`config.mk`:
```
export PLATFORM = sky130hd
export DESIGN_NAME = and_check_seq_flat
export DESIGN_NICKNAME = d
export VERILOG_FILES = /design/src/rtl/and_check_seq_if.sv /design/src/rtl/and_check_seq.sv /design/src/flat_wrapper.sv
export SDC_FILE = /design/constraint.sdc
export NUM_CORES = 1
export LEC_CHECK = 0
export ABC_AREA = 1
export CAP_MARGIN = 20
export CORE_ASPECT_RATIO = 1.1
export CORE_MARGIN = 10
export CORE_UTILIZATION = 51
export CTS_BUF_LIST = sky130_fd_sc_hd__clkbuf_8
export CTS_CLUSTER_SIZE = 14
export DETAILED_ROUTE_END_ITERATION = 10
export GPL_TIMING_DRIVEN = 0
export PLACE_DENSITY = 0.8
export SLEW_MARGIN = 20
export SYNTH_ARGS = -nofsm -noshare
export SYNTH_HDL_FRONTEND = slang
export SYNTH_SLANG_ARGS = --single-unit
```
`constraint.sdc`:
```
create_clock -name clk -period 1.5 [get_ports clk]
set_input_delay 0.3 -clock clk [delete_from_list [all_inputs] [get_ports clk]]
set_output_delay 0.3 -clock clk [all_outputs]
set_load 0.05 [all_outputs]
```
`src/rtl/and_check_seq_if.sv`:
```
// Operand/result/status bundle between the AND-gate check sequencer and the gates it exercises.
// master = sequencer side; slave = gates plus whoever starts runs and reads status.
interface and_check_seq_if #(
  parameter int CNT_W = 8
);
  logic             start;
  logic             y_dut;
  logic             y_ref;
  logic             a_o;
  logic             b_o;
  logic             busy;
  logic             done;
  logic             pass;
  logic             mismatch;
  logic [CNT_W-1:0] pass_cnt;
  logic [CNT_W-1:0] fail_cnt;
  logic [CNT_W-1:0] first_fail_idx;

  modport master (
    input  start, y_dut, y_ref,
    output a_o, b_o, busy, done, pass, mismatch, pass_cnt, fail_cnt, first_fail_idx
  );

  modport slave (
    output start, y_dut, y_ref,
    input  a_o, b_o, busy, done, pass, mismatch, pass_cnt, fail_cnt, first_fail_idx
  );
endinterface

```
`src/rtl/and_check_seq.sv`:
```
// LFSR-driven AND-gate check sequencer: NUM_VECTORS*(SETTLE+2) cycles per run, all outputs registered.
// No backpressure: start is taken only in IDLE and ignored while busy.
module and_check_seq #(
  parameter int         NUM_VECTORS = 4,
  parameter int         SETTLE      = 2,
  parameter logic [7:0] SEED        = 8'hA5,
  parameter int         CNT_W       = 8
) (
  input logic            clk,
  input logic            rst,
  and_check_seq_if.master bus
);

  localparam int WAIT_W = (SETTLE < 2) ? 1 : $clog2(SETTLE + 1);
  localparam logic [WAIT_W-1:0] SETTLE_V = WAIT_W'(SETTLE);
  localparam logic [CNT_W-1:0]  LAST_IDX = CNT_W'(NUM_VECTORS - 1);

  typedef enum logic [1:0] {
    S_IDLE,
    S_APPLY,
    S_SETTLE,
    S_CHECK
  } state_t;

  state_t            state_q;
  logic [7:0]        lfsr_q;
  logic [7:0]        lfsr_d;
  logic [WAIT_W-1:0] wait_q;
  logic [CNT_W-1:0]  idx_q;
  logic [CNT_W-1:0]  pass_cnt_q;
  logic [CNT_W-1:0]  fail_cnt_q;
  logic [CNT_W-1:0]  first_fail_q;
  logic              a_q;
  logic              b_q;
  logic              busy_q;
  logic              done_q;
  logic              pass_q;
  logic              mismatch_q;
  logic              match;

  assign lfsr_d = {lfsr_q[6:0], lfsr_q[7] ^ lfsr_q[5] ^ lfsr_q[4] ^ lfsr_q[3]};
  assign match  = (bus.y_dut == bus.y_ref);

  always_ff @(posedge clk or posedge rst) begin
    if (rst) begin
      state_q      <= S_IDLE;
      lfsr_q       <= SEED;
      wait_q       <= '0;
      idx_q        <= '0;
      pass_cnt_q   <= '0;
      fail_cnt_q   <= '0;
      first_fail_q <= '0;
      a_q          <= 1'b0;
      b_q          <= 1'b0;
      busy_q       <= 1'b0;
      done_q       <= 1'b0;
      pass_q       <= 1'b0;
      mismatch_q   <= 1'b0;
    end else begin
      done_q     <= 1'b0;
      mismatch_q <= 1'b0;
      case (state_q)
        S_IDLE: begin
          if (bus.start) begin
            lfsr_q       <= SEED;
            idx_q        <= '0;
            pass_cnt_q   <= '0;
            fail_cnt_q   <= '0;
            first_fail_q <= '0;
            pass_q       <= 1'b0;
            busy_q       <= 1'b1;
            state_q      <= S_APPLY;
          end
        end
        S_APPLY: begin
          a_q     <= lfsr_q[5];
          b_q     <= lfsr_q[0];
          lfsr_q  <= lfsr_d;
          wait_q  <= SETTLE_V;
          state_q <= S_SETTLE;
        end
        S_SETTLE: begin
          // Leaving when the counter is at 1 gives exactly SETTLE cycles here.
          wait_q <= wait_q - WAIT_W'(1);
          if (wait_q == WAIT_W'(1)) begin
            state_q <= S_CHECK;
          end
        end
        S_CHECK: begin
          if (match) begin
            pass_cnt_q <= pass_cnt_q + CNT_W'(1);
          end else begin
            fail_cnt_q <= fail_cnt_q + CNT_W'(1);
            mismatch_q <= 1'b1;
            if (fail_cnt_q == '0) begin
              first_fail_q <= idx_q;
            end
          end
          if (idx_q == LAST_IDX) begin
            busy_q  <= 1'b0;
            done_q  <= 1'b1;
            pass_q  <= match && (fail_cnt_q == '0);
            state_q <= S_IDLE;
          end else begin
            idx_q   <= idx_q + CNT_W'(1);
            state_q <= S_APPLY;
          end
        end
        default: state_q <= S_IDLE;
      endcase
    end
  end

  assign bus.a_o            = a_q;
  assign bus.b_o            = b_q;
  assign bus.busy           = busy_q;
  assign bus.done           = done_q;
  assign bus.pass           = pass_q;
  assign bus.mismatch       = mismatch_q;
  assign bus.pass_cnt       = pass_cnt_q;
  assign bus.fail_cnt       = fail_cnt_q;
  assign bus.first_fail_idx = first_fail_q;

endmodule
```
`src/flat_wrapper.sv`:
```
// flat-port wrapper written by rule: the top's interface ports become plain ports
module and_check_seq_flat 
#(
  parameter int         NUM_VECTORS = 4,
  parameter int         SETTLE      = 2,
  parameter logic [7:0] SEED        = 8'hA5,
  parameter int         CNT_W       = 8
)
  (clk, rst, bus_start, bus_y_dut, bus_y_ref, bus_a_o, bus_b_o, bus_busy, bus_done, bus_pass, bus_mismatch, bus_pass_cnt, bus_fail_cnt, bus_first_fail_idx);
  and_check_seq_if #(.CNT_W(CNT_W)) bus_i ();
  input logic clk;
  input logic rst;
  input wire logic [$bits(bus_i.start)-1:0] bus_start;
  input wire logic [$bits(bus_i.y_dut)-1:0] bus_y_dut;
  input wire logic [$bits(bus_i.y_ref)-1:0] bus_y_ref;
  output wire logic [$bits(bus_i.a_o)-1:0] bus_a_o;
  output wire logic [$bits(bus_i.b_o)-1:0] bus_b_o;
  output wire logic [$bits(bus_i.busy)-1:0] bus_busy;
  output wire logic [$bits(bus_i.done)-1:0] bus_done;
  output wire logic [$bits(bus_i.pass)-1:0] bus_pass;
  output wire logic [$bits(bus_i.mismatch)-1:0] bus_mismatch;
  output wire logic [$bits(bus_i.pass_cnt)-1:0] bus_pass_cnt;
  output wire logic [$bits(bus_i.fail_cnt)-1:0] bus_fail_cnt;
  output wire logic [$bits(bus_i.first_fail_idx)-1:0] bus_first_fail_idx;
  assign bus_i.start = bus_start;
  assign bus_i.y_dut = bus_y_dut;
  assign bus_i.y_ref = bus_y_ref;
  assign bus_a_o = bus_i.a_o;
  assign bus_b_o = bus_i.b_o;
  assign bus_busy = bus_i.busy;
  assign bus_done = bus_i.done;
  assign bus_pass = bus_i.pass;
  assign bus_mismatch = bus_i.mismatch;
  assign bus_pass_cnt = bus_i.pass_cnt;
  assign bus_fail_cnt = bus_i.fail_cnt;
  assign bus_first_fail_idx = bus_i.first_fail_idx;
  and_check_seq #(.NUM_VECTORS(NUM_VECTORS), .SETTLE(SETTLE), .SEED(SEED), .CNT_W(CNT_W)) u_core (.clk(clk), .rst(rst), .bus(bus_i));
endmodule
```
# Word-level counts from Yosys, hierarchy flattened
# Index checks and enable logic that the tools add are counted.
[word_totals]
mem_bits_rw = 0
elab_cells = 73
reg_bits = 50
n_memories = 0
latch_bits = 0
mem_bits_ro = 0
[classes]
n_lt_le_gt_ge = 0
n_bitwise = 3
mul = 0
eq_ne = 13
n_shift = 0
muxes = 27
div = 0
n_reduce_logical = 13
addsub = 4
[ops]
columns = ["cell", "count"]
rows = [
  ["$pmux 8 s2", 5],
  ["$mux 8", 7],
  ["$add 8x1->8 const B", 3],
  ["$reduce_and 3->1", 4],
  ["$mux 1", 9],
  ["$eq 8x2->1 const B", 1],
  ["$logic_not 8->1", 1],
  ["$ne 2x1->1 const B", 4],
  ["$pmux 2 s4", 1],
  ["$ne 2x2->1 const B", 3],
  ["$reduce_bool 2->1", 3],
  ["$eq 2x1->1 const B", 2],
  ["$eq 2x2->1 const B", 2],
  ["$mux 2", 2],
  ["$pmux 1 s2", 2],
  ["$pmux 2 s2", 1],
  ["$reduce_and 2->1", 2],
  ["$reduce_and 4->1", 1],
  ["$xor 1x1->1", 3],
  ["$logic_not 2->1", 1],
  ["$sub 2x1->2 const B", 1],
  ["$eq 1x1->1", 1],
  ["$logic_and 1x1->1", 1],
]

# Logic depth before layout (Yosys ltp)
# Gate-level depths: netlist of the first run.
[depth]
word_depth = 4
mapped_depth = 10

# Least setup slack after synthesis of the first run
# No wires, ideal clock.
[synth_timing]
kind = "register -> register"
start = "reg u_core.fail_cnt_q[0], in the netlist u_core.bus.fail_cnt[0]"
end = "reg u_core.first_fail_q[0], in the netlist u_core.bus.first_fail_idx[0]"
path_slack_ps = -207
setup_ps = 120
synth_period_minus_slack_ps = 1707
n_path_buf = 0
path_stages_with_launch = 8
required_ps = 1380
t_arrival_ps = 1587
path_cell_list = "dfrtp_1 inv_1 ha_1 nand3_1 nor2_2 nand3_2 nand3_1 nand2_1"
[synth_via]
elab_chain_len = 3
[synth_lines]
columns = ["item", "line", "text"]
rows = [
  ["start: declaration", "and_check_seq.sv:31", "logic [CNT_W-1:0] fail_cnt_q;"],
  ["start signal: assignment", "and_check_seq.sv:93", "fail_cnt_q <= fail_cnt_q + CNT_W'(1);"],
  ["$logic_not 8->1", "and_check_seq.sv:95", "if (fail_cnt_q == '0) begin"],
  ["$ne 2x1->1 (no line)", "--", ""],
  ["$reduce_and 4->1 (no line)", "--", ""],
  ["end signal: assignment", "and_check_seq.sv:96", "first_fail_q <= idx_q;"],
  ["end: declaration", "and_check_seq.sv:32", "logic [CNT_W-1:0] first_fail_q;"],
]
# No other way between the ends.
# A chain may end at the register's enable or synchronous reset.

# Final worst setup path of the first run
[layout_timing]
start = "reg u_core.state_q[1]"
end = "reg u_core.pass_cnt_q[6], in the netlist u_core.bus.pass_cnt[6]"
[layout_via]
elab_chain_len = 3
elab_cells_between_ends = 7
cone_classes = "eq/ne: 3; mux: 1; reduce/logical: 3"
[layout_lines]
columns = ["item", "line", "text"]
rows = [
  ["start: declaration", "and_check_seq.sv:25", "state_t state_q;"],
  ["start signal: assignment", "and_check_seq.sv:46", "state_q <= S_IDLE;"],
  ["start signal: assignment", "and_check_seq.sv:72", "state_q <= S_APPLY;"],
  ["start signal: assignment", "and_check_seq.sv:80", "state_q <= S_SETTLE;"],
  ["$eq 2x2->1 or $logic_not 2->1 (tied branches)", "and_check_seq.sv:62", "case (state_q)"],
  ["$ne 2x1->1 (no line) (tied with other cells)", "--", ""],
  ["$reduce_and 3->1 (no line)", "--", ""],
  ["end signal: assignment", "and_check_seq.sv:91", "pass_cnt_q <= pass_cnt_q + CNT_W'(1);"],
  ["end: declaration", "and_check_seq.sv:30", "logic [CNT_W-1:0] pass_cnt_q;"],
]
# Several ways; a longest one is shown, not always the timed one.

==> impl_table.tex, run 1 <==
\begin{tabular}{lr}
\hline
Metric & Value \\
\hline
\multicolumn{2}{l}{\textbf{Logic synthesis}} \\
\quad Syn Nets & 369 \\
\quad Portion of the post-synthesis area used by sequential elements & 47.3\% \\
\quad Ys flop type & sky130\_fd\_sc\_hd\_\_dfrtp\_1 \\
\quad Average instance area after synthesis & 7.48 µm² \\
\quad Unique masters post-synth & 26 \\
\quad Yosys warning count & 0 \\
\quad Fraction of synthesis flops using an asynchronous set or reset pin & 100\% \\
\quad EDFF count, synth & 0 \\
\quad Cell count after synthesis & 355 \\
\quad Post-Syn Area & 2660 µm² \\
\quad Flip-flop and latch count after synthesis & 50 \\
\multicolumn{2}{l}{\textbf{Global routing}} \\
\quad Number of antenna violations at the first check in global routing & 0 \\
\quad Total global routing overflow & 0 \\
\quad Maximum number of pins on one net before global-route repair & 51 \\
\quad Number of global-route vias before repair & 2584 \\
\quad Global-route wire length before repair & 11800 µm \\
\quad Total global-route track usage & 17.2\% \\
\multicolumn{2}{l}{\textbf{Cells and area}} \\
\quad Most frequent cells in the layout & sky130\_fd\_sc\_hd\_\_nand2\_1 (98), sky130\_fd\_sc\_hd\_\_dfrtp\_1 (43), sky130\_fd\_sc\_hd\_\_inv\_1 (42) \\
\quad Leading cell type in the layout, fill and taps excluded & sky130\_fd\_sc\_hd\_\_nand2\_1 \\
\quad Share of cells above drive strength 1 & 31.4\% \\
\quad Area added between synthesis and finish & 37.0\% \\
\quad Post-route cell area & 3640 µm² \\
\quad Non-filler cells, final & 478 \\
\quad Number of nets at the end of the flow & 433 \\
\quad Ant diodes & 0 \\
\multicolumn{2}{l}{\textbf{Min path}} \\
\quad Class of the tightest hold or removal check & input port to async pin \\
\multicolumn{2}{l}{\textbf{Clocking}} \\
\quad CTS Buf Count & 5 \\
\quad \# H-tree levels & 2 \\
\quad Worst-case clock buffer depth & 2 \\
\quad Number of clock sinks & 50 \\
\quad Clk slew on worst S/H paths & 100 ps \\
\quad CTS tree & built \\
\quad Clock root buffer & sky130\_fd\_sc\_hd\_\_clkbuf\_8 \\
\quad Cts hold-fix bufs & 0 \\
\quad Clk Latency, worst-skew pair & 320 ps \\
\multicolumn{2}{l}{\textbf{Setup path}} \\
\quad Critical Path, Cell by Cell & inv\_2 -> ha\_4 -> o21ai\_4 -> buf\_8 -> buf\_6 -> nand2\_8 -> buf\_6 -> nand2\_2 -> o21ai\_1 \\
\quad Worst path max stage delay & 460 ps \\
\quad Crit end category & register \\
\quad Cell type with the highest occurrence count on the critical path & sky130\_fd\_sc\_hd\_\_buf\_6 \\
\quad Critical path buffer and inverter count & 4 \\
\quad Arr. time, crit path & 1840 ps \\
\quad Crit start category & register \\
\quad Max stage delay cell, worst path & sky130\_fd\_sc\_hd\_\_dfrtp\_1 \\
\quad Critical path type & register to register \\
\quad Critical path depth & 9 \\
\quad Critical path's top delay family & buffers and inverters \\
\quad Max FO, Critical Path & 6 \\
\quad Number of cell instances on the worst register-to-register path & 9 \\
\quad Critical Path RT & 1710 ps \\
\multicolumn{2}{l}{\textbf{Die}} \\
\quad Die height & 95.7 µm \\
\quad IO Count & 35 \\
\quad Total number of placement rows & 27 \\
\quad Core Footprint & 5030 µm² \\
\quad Die extent in x & 88.8 µm \\
\quad Starting utilization of the core area & 52.8\% \\
\quad Die area & 8500 µm² \\
\multicolumn{2}{l}{\textbf{Detailed routing}} \\
\quad Length of routed met2 wiring & 4030 µm \\
\quad Number of vias per cell & 5.52 \\
\quad Drt total wl & 7480 µm \\
\quad Post-route ant nets & 0 \\
\quad Detailed-route wire length per cell & 15.6 µm \\
\quad Wire length on met1 & 2960 µm \\
\quad Wire length on met3 & 346 µm \\
\quad Remaining routing DRC violations & 0 \\
\quad Initial detailed-routing violation count & 136 \\
\quad Max layer used & met4 \\
\quad Pre-Repair DR Iteration Count & 5 \\
\quad Total via count in the routed design & 2637 \\
\multicolumn{2}{l}{\textbf{Timing}} \\
\quad Worst slack on hold paths & 325 ps \\
\quad Final critical-path share of the clock period & 109\% \\
\quad Clk\_skew & 13.5 ps \\
\quad Transition time at the pin with the least slew margin & 499 ps \\
\quad Setup repair after global routing missed its margin & true \\
\quad Number of setup violations in the final report & 34 \\
\quad Setup ws final & -138 ps \\
\quad Maximum clock rate & 0.611 GHz \\
\quad Tmin final & 1640 ps \\
\quad Max-slew headroom & 66.9\% \\
\quad Slew Viols, Final & 0 \\
\quad Number of hold violations in the final report & 0 \\
\multicolumn{2}{l}{\textbf{Outcome}} \\
\quad Violations in the final reports & negative setup slack \\
\quad Run status & finished with violations \\
\multicolumn{2}{l}{\textbf{Place}} \\
\quad Total instance count after detailed placement & 447 \\
\quad Final estimated routing congestion in global placement & 0.836 \\
\quad HPWL after detailed placement & 4360 µm \\
\quad Number of buffers inserted by port buffering & 34 \\
\quad Post-detailed-placement cell area & 3080 µm² \\
\multicolumn{2}{l}{\textbf{Run}} \\
\quad \# Max-Cap Violations & 0 \\
\multicolumn{2}{l}{\textbf{Power}} \\
\quad Worst voltage drop across the vdd grid & 0.000885 V \\
\quad Static power due to leakage & 1.73 nW \\
\quad Power density normalized to cell area & 1690 nW/µm² \\
\hline
\end{tabular}
Yosys cell counts, types with 3 or more instances:
cell                      count  area, µm²
sky130_fd_sc_hd__inv_1       48        180
sky130_fd_sc_hd__dfrtp_1     46       1150
sky130_fd_sc_hd__nand3_1     53        265
sky130_fd_sc_hd__nor2_1      19       71.3
sky130_fd_sc_hd__buf_2        3       15.0
sky130_fd_sc_hd__nand2_1    116        435
sky130_fd_sc_hd__o21ai_1     18       90.1
sky130_fd_sc_hd__a21oi_1      4       20.0
sky130_fd_sc_hd__ha_1         9        113
sky130_fd_sc_hd__dfstp_2      4        105
sky130_fd_sc_hd__o21ai_0     15       75.1
power by group:
group          internal (mW)  leakage (nW)  switching [mW]
sequential              1.65         0.658           0.193
combinational           1.33          1.03            2.18
clock                  0.329        0.0441           0.478
cell type report:
class,count,area [µm²]
well taps,58,72.6
repair buffers,57,509
plain buffers,5,43.8
inverters,51,208
clock buffers,5,68.8
clock inverters,3,21.3
multi-input cells,249,1460
flip-flops and latches,50,1260
fillers,363,1390
sequential cells by signal (all words and copies together), names as in the netlist:
register                   cells
u_core.bus.fail_cnt            8
u_core.state_q                 2
u_core.bus.b_o                 1
u_core.lfsr_q                  8
u_core.bus.first_fail_idx      8
u_core.bus.busy                1
u_core.wait_q                  2
u_core.bus.a_o                 1
u_core.bus.pass                1
u_core.bus.mismatch            1
u_core.bus.pass_cnt            8
u_core.idx_q                   8
u_core.bus.done                1
through the flow:
stage	util (%)	setup TNS, ps	power [mW]	worst slack [ps]
after floorplan	-	-66.8	3.40	-7.98
after global placement	61.2	-8250	3.94	-229
after detailed placement	61.2	-10460	4.00	-281
after CTS	70.4	-1570	5.64	-117
after global routing	72.3	-4730	6.51	-171
final	72.3	-3430	6.16	-138
routing by layer:
layer	track usage (%)	up-vias
li1	-	1260
met3	4.14	19
met5	0	-
met4	6.33	0
met2	30.2	85
met1	19.8	1273
worst paths after layout:
check / slack (ps) / from / endpoint
worst min-delay path: 330 / rst / u_core.lfsr_q[1]
max in group asynchronous: 680 / rst / u_core.bus.pass_cnt[1]
worst max register to register: -140 / u_core.state_q[1] / u_core.bus.pass_cnt[6]
min in group clk: 480 / u_core.bus.busy / u_core.bus.busy
worst max-delay path: -140 / u_core.state_q[1] / u_core.bus.pass_cnt[6]
worst min register to register: 480 / u_core.bus.busy / u_core.bus.busy
what timing repair did:
item / 4_1_cts / 5_1_grt
pin swaps: 12 / 6
setup buffers: 12 / 7
setup endpoints to repair: 72 / 59
gates cloned: 4 / 0
resized for setup: 146 / 55
cell families (layout without fill, tap and decap cells):
group	after synthesis	count (layout)	synth area share (%)
buffers and inverters	57	121	8.34
DFF	50	50	47.3
adders and majority gates	9	9	4.24
and+or+nand+nor	196	197	31.2
AOI/OAI and AO/OA	43	43	8.90
No activity file was read; power rests on OpenSTA's default activity.
==> run 2: changes to the inputs <==
--- a/config.mk
+++ b/config.mk
@@ -10,7 +10,7 @@
 export CORE_ASPECT_RATIO = 1.1
 export CORE_MARGIN = 10
 export CORE_UTILIZATION = 51
-export CTS_BUF_LIST = sky130_fd_sc_hd__clkbuf_8
+export CTS_BUF_LIST = sky130_fd_sc_hd__clkbuf_4
 export CTS_CLUSTER_SIZE = 14
 export DETAILED_ROUTE_END_ITERATION = 10
 export GPL_TIMING_DRIVEN = 0
==> impl_table.tex, run 2 (synthesis results as in run 1) <==
\begin{tabular}{lr}
\hline
Metric & Value \\
\hline
\multicolumn{2}{l}{\textbf{Clocking}} \\
\quad CTS Buf Count & 5 (unchanged) \\
\quad \# H-tree levels & 2 (unchanged) \\
\quad Number of clock sinks & 50 (unchanged) \\
\quad Clk slew on worst S/H paths & 150 ps (was 100 ps) \\
\quad Worst-case clock buffer depth & 2 (unchanged) \\
\quad Clk Latency, worst-skew pair & 370 ps (was 320 ps) \\
\quad Cts hold-fix bufs & 0 (unchanged) \\
\quad Clock root buffer & sky130\_fd\_sc\_hd\_\_clkbuf\_4 (was sky130\_fd\_sc\_hd\_\_clkbuf\_8) \\
\quad CTS tree & built (unchanged) \\
\multicolumn{2}{l}{\textbf{Detailed routing}} \\
\quad Drt total wl & 7030 µm (was 7480 µm) \\
\quad Detailed-route wire length per cell & 14.7 µm (was 15.6 µm) \\
\quad Number of vias per cell & 5.32 (was 5.52) \\
\quad Post-route ant nets & 0 (unchanged) \\
\quad Remaining routing DRC violations & 0 (unchanged) \\
\quad Pre-Repair DR Iteration Count & 4 (was 5) \\
\quad Initial detailed-routing violation count & 121 (was 136) \\
\quad Total via count in the routed design & 2538 (was 2637) \\
\multicolumn{2}{l}{\textbf{Cells and area}} \\
\quad Number of nets at the end of the flow & 432 (was 433) \\
\quad Post-route cell area & 3550 µm² (was 3640 µm²) \\
\quad Area added between synthesis and finish & 33.6\% (was 37.0\%) \\
\quad Ant diodes & 0 (unchanged) \\
\quad Most frequent cells in the layout & sky130\_fd\_sc\_hd\_\_nand2\_1 (99), sky130\_fd\_sc\_hd\_\_inv\_1 (42), sky130\_fd\_sc\_hd\_\_nand3\_1 (42), sky130\_fd\_sc\_hd\_\_dfrtp\_1 (42), sky130\_fd\_sc\_hd\_\_nor2\_1 (17) (was sky130\_fd\_sc\_hd\_\_nand2\_1 (98), sky130\_fd\_sc\_hd\_\_dfrtp\_1 (43), sky130\_fd\_sc\_hd\_\_inv\_1 (42)) \\
\quad Leading cell type in the layout, fill and taps excluded & sky130\_fd\_sc\_hd\_\_nand2\_1 (unchanged) \\
\quad Share of cells above drive strength 1 & 31.5\% (was 31.4\%) \\
\multicolumn{2}{l}{\textbf{Outcome}} \\
\quad Violations in the final reports & negative setup slack (unchanged) \\
\quad Run status & finished with violations (unchanged) \\
\multicolumn{2}{l}{\textbf{Power}} \\
\quad Static power due to leakage & 1.71 nW (was 1.73 nW) \\
\quad Worst voltage drop across the vdd grid & 0.000838 V (was 0.000885 V) \\
\quad Overall power & 5.90 mW (was 6.16 mW) \\
\quad Power density normalized to cell area & 1660 nW/µm² (was 1690 nW/µm²) \\
\multicolumn{2}{l}{\textbf{Place}} \\
\quad HPWL after detailed placement & 4360 µm (unchanged) \\
\quad Setup slack at placement & -281 ps (unchanged) \\
\quad Final estimated routing congestion in global placement & 0.836 (unchanged) \\
\quad Post-detailed-placement cell area & 3080 µm² (unchanged) \\
\quad Number of buffers inserted by port buffering & 34 (unchanged) \\
\multicolumn{2}{l}{\textbf{Setup path}} \\
\quad Reg2reg start & u\_core.state\_q[0] (was u\_core.state\_q[1]) \\
\quad Slack of the worst reg-to-reg path & -180 ps (was -140 ps) \\
\quad Termination of the worst setup path & u\_core.bus.fail\_cnt[7] (was u\_core.bus.pass\_cnt[6]) \\
\quad Arr. time, crit path & 1940 ps (was 1840 ps) \\
\quad Critical path type & register to register (unchanged) \\
\quad Crit start category & register (unchanged) \\
\quad Number of cell instances on the worst register-to-register path & 10 (was 9) \\
\quad Max FO, Critical Path & 7 (was 6) \\
\quad FF-to-FF End & u\_core.bus.fail\_cnt[7] (was u\_core.bus.pass\_cnt[6]) \\
\quad Worst setup startpoint & u\_core.state\_q[0] (was u\_core.state\_q[1]) \\
\quad Crit end category & register (unchanged) \\
\quad Critical Path RT & 1770 ps (was 1710 ps) \\
\multicolumn{2}{l}{\textbf{Global routing}} \\
\quad Maximum number of pins on one net before global-route repair & 51 (unchanged) \\
\quad Total global routing overflow & 0 (unchanged) \\
\quad Global-route wire length before repair & 11100 µm (was 11800 µm) \\
\quad Total global-route track usage & 16.1\% (was 17.2\%) \\
\quad Number of global-route vias before repair & 2422 (was 2584) \\
\quad Number of antenna violations at the first check in global routing & 0 (unchanged) \\
\multicolumn{2}{l}{\textbf{Timing}} \\
\quad Setup ws final & -177 ps (was -138 ps) \\
\quad Setup repair after global routing missed its margin & true (unchanged) \\
\quad Final critical-path share of the clock period & 112\% (was 109\%) \\
\quad Maximum clock rate & 0.596 GHz (was 0.611 GHz) \\
\quad Tmin final & 1680 ps (was 1640 ps) \\
\quad Transition time at the pin with the least slew margin & 518 ps (was 499 ps) \\
\quad Number of hold violations in the final report & 0 (unchanged) \\
\quad Clk\_skew & 12.7 ps (was 13.5 ps) \\
\quad Slew Viols, Final & 0 (unchanged) \\
\quad Number of setup violations in the final report & 36 (was 34) \\
\quad Max-slew headroom & 65.4\% (was 66.9\%) \\
\multicolumn{2}{l}{\textbf{Min path}} \\
\quad Class of the tightest hold or removal check & input port to async pin (unchanged) \\
\multicolumn{2}{l}{\textbf{Die}} \\
\quad Total number of placement rows & 27 (unchanged) \\
\quad Starting utilization of the core area & 52.8\% (unchanged) \\
\quad Die area & 8500 µm² (unchanged) \\
\quad Die height & 95.7 µm (unchanged) \\
\quad Die extent in x & 88.8 µm (unchanged) \\
\quad IO Count & 35 (unchanged) \\
\quad Core Footprint & 5030 µm² (unchanged) \\
\multicolumn{2}{l}{\textbf{Run}} \\
\quad \# Max-Cap Violations & 0 (unchanged) \\
\hline
\end{tabular}
[run 2: changes by cell type in the layout (fill, tap and decap cells not counted), moves of 2 or more]
| cell | delta |
|---|---|
| sky130_fd_sc_hd__clkbuf_4 | +9 |
| sky130_fd_sc_hd__clkbuf_2 | -8 |
| sky130_fd_sc_hd__buf_2 | +7 |
| sky130_fd_sc_hd__clkbuf_8 | -5 |
| sky130_fd_sc_hd__nand3_1 | +5 |
| sky130_fd_sc_hd__o21ai_1 | -5 |
| sky130_fd_sc_hd__o21ai_2 | +5 |
| sky130_fd_sc_hd__nand3_2 | -4 |
| sky130_fd_sc_hd__clkdlybuf4s15_2 | -3 |
| sky130_fd_sc_hd__buf_12 | +2 |
| sky130_fd_sc_hd__clkdlybuf4s15_1 | -2 |
[run 2: metrics by stage]
stage | TNS [ps] | hold slack, ps | instances | util [%]
finish | -4050 | 284 | 477 | 70.5
global route | -6880 | 317 | 477 | 70.5
CTS | -2570 | 494 | 468 | 67.5
detailed placement | -10460 | 458 | 447 | 61.2
global placement | -8250 | 455 | 447 | 61.2
floorplan | -66.8 | 341 | 355 | -
[run 2: per-layer routing]
metal	up-vias	track usage, %	part of all wire [%]
met2	65	28.7	52
met1	1201	18.3	41
met3	13	4.14	5.2
met5	-	0	0
li1	1259	-	-
met4	0	4.99	1.6
[run 2: timing repair]
| action | in CTS | in global routing |
|---|---|---|
| pin swaps | 4 | 4 |
| buffers inserted | 10 | 8 |
| gates resized for setup | 158 | 60 |
| setup endpoints to repair | 72 | 55 |
| cloned | 3 | 1 |
[run 2: critical path: stages, from the launching register on]
cell and delay [ps]:
sky130_fd_sc_hd__dfrtp_1 460, sky130_fd_sc_hd__ha_2 210, sky130_fd_sc_hd__buf_6 120, sky130_fd_sc_hd__inv_4 40, sky130_fd_sc_hd__o21ai_4 140, sky130_fd_sc_hd__buf_12 150
sky130_fd_sc_hd__buf_12 110, sky130_fd_sc_hd__nand2_8 60, sky130_fd_sc_hd__buf_6 150, sky130_fd_sc_hd__nand2_2 50, sky130_fd_sc_hd__o21ai_1 70
[run 2: area by class of cell]
class                   instances  area (µm²)
repair buffers                 56         498
clock buffers                   5        37.5
fillers                       378        1480
clock inverters                 3        21.3
flip-flops and latches         50        1260
well taps                      58        72.6
inverters                      51         201
plain buffers                   5        50.0
multi-input cells             249        1410
[run 2: worst min path at each step]
stage | startpoint | to | slack, ps | cells past startpoint
6_report | rst | u_core.bus.fail_cnt[0] | 280 | 2
5_1_grt | rst | u_core.bus.first_fail_idx[3] | 320 | 2
4_1_cts | u_core.bus.busy | u_core.bus.busy | 490 | 2
3_5_place_dp | u_core.bus.busy | u_core.bus.busy | 460 | 2
3_3_place_gp | u_core.bus.busy | u_core.bus.busy | 450 | 2
2_1_floorplan | rst | u_core.bus.a_o | 340 | 1
[run 2: report_power, final]
part | internal (mW) | switching [mW] | leakage [nW]
Combinational | 1.33 | 2.10 | 1.03
Clock | 0.183 | 0.447 | 0.0312
Sequential | 1.64 | 0.190 | 0.656
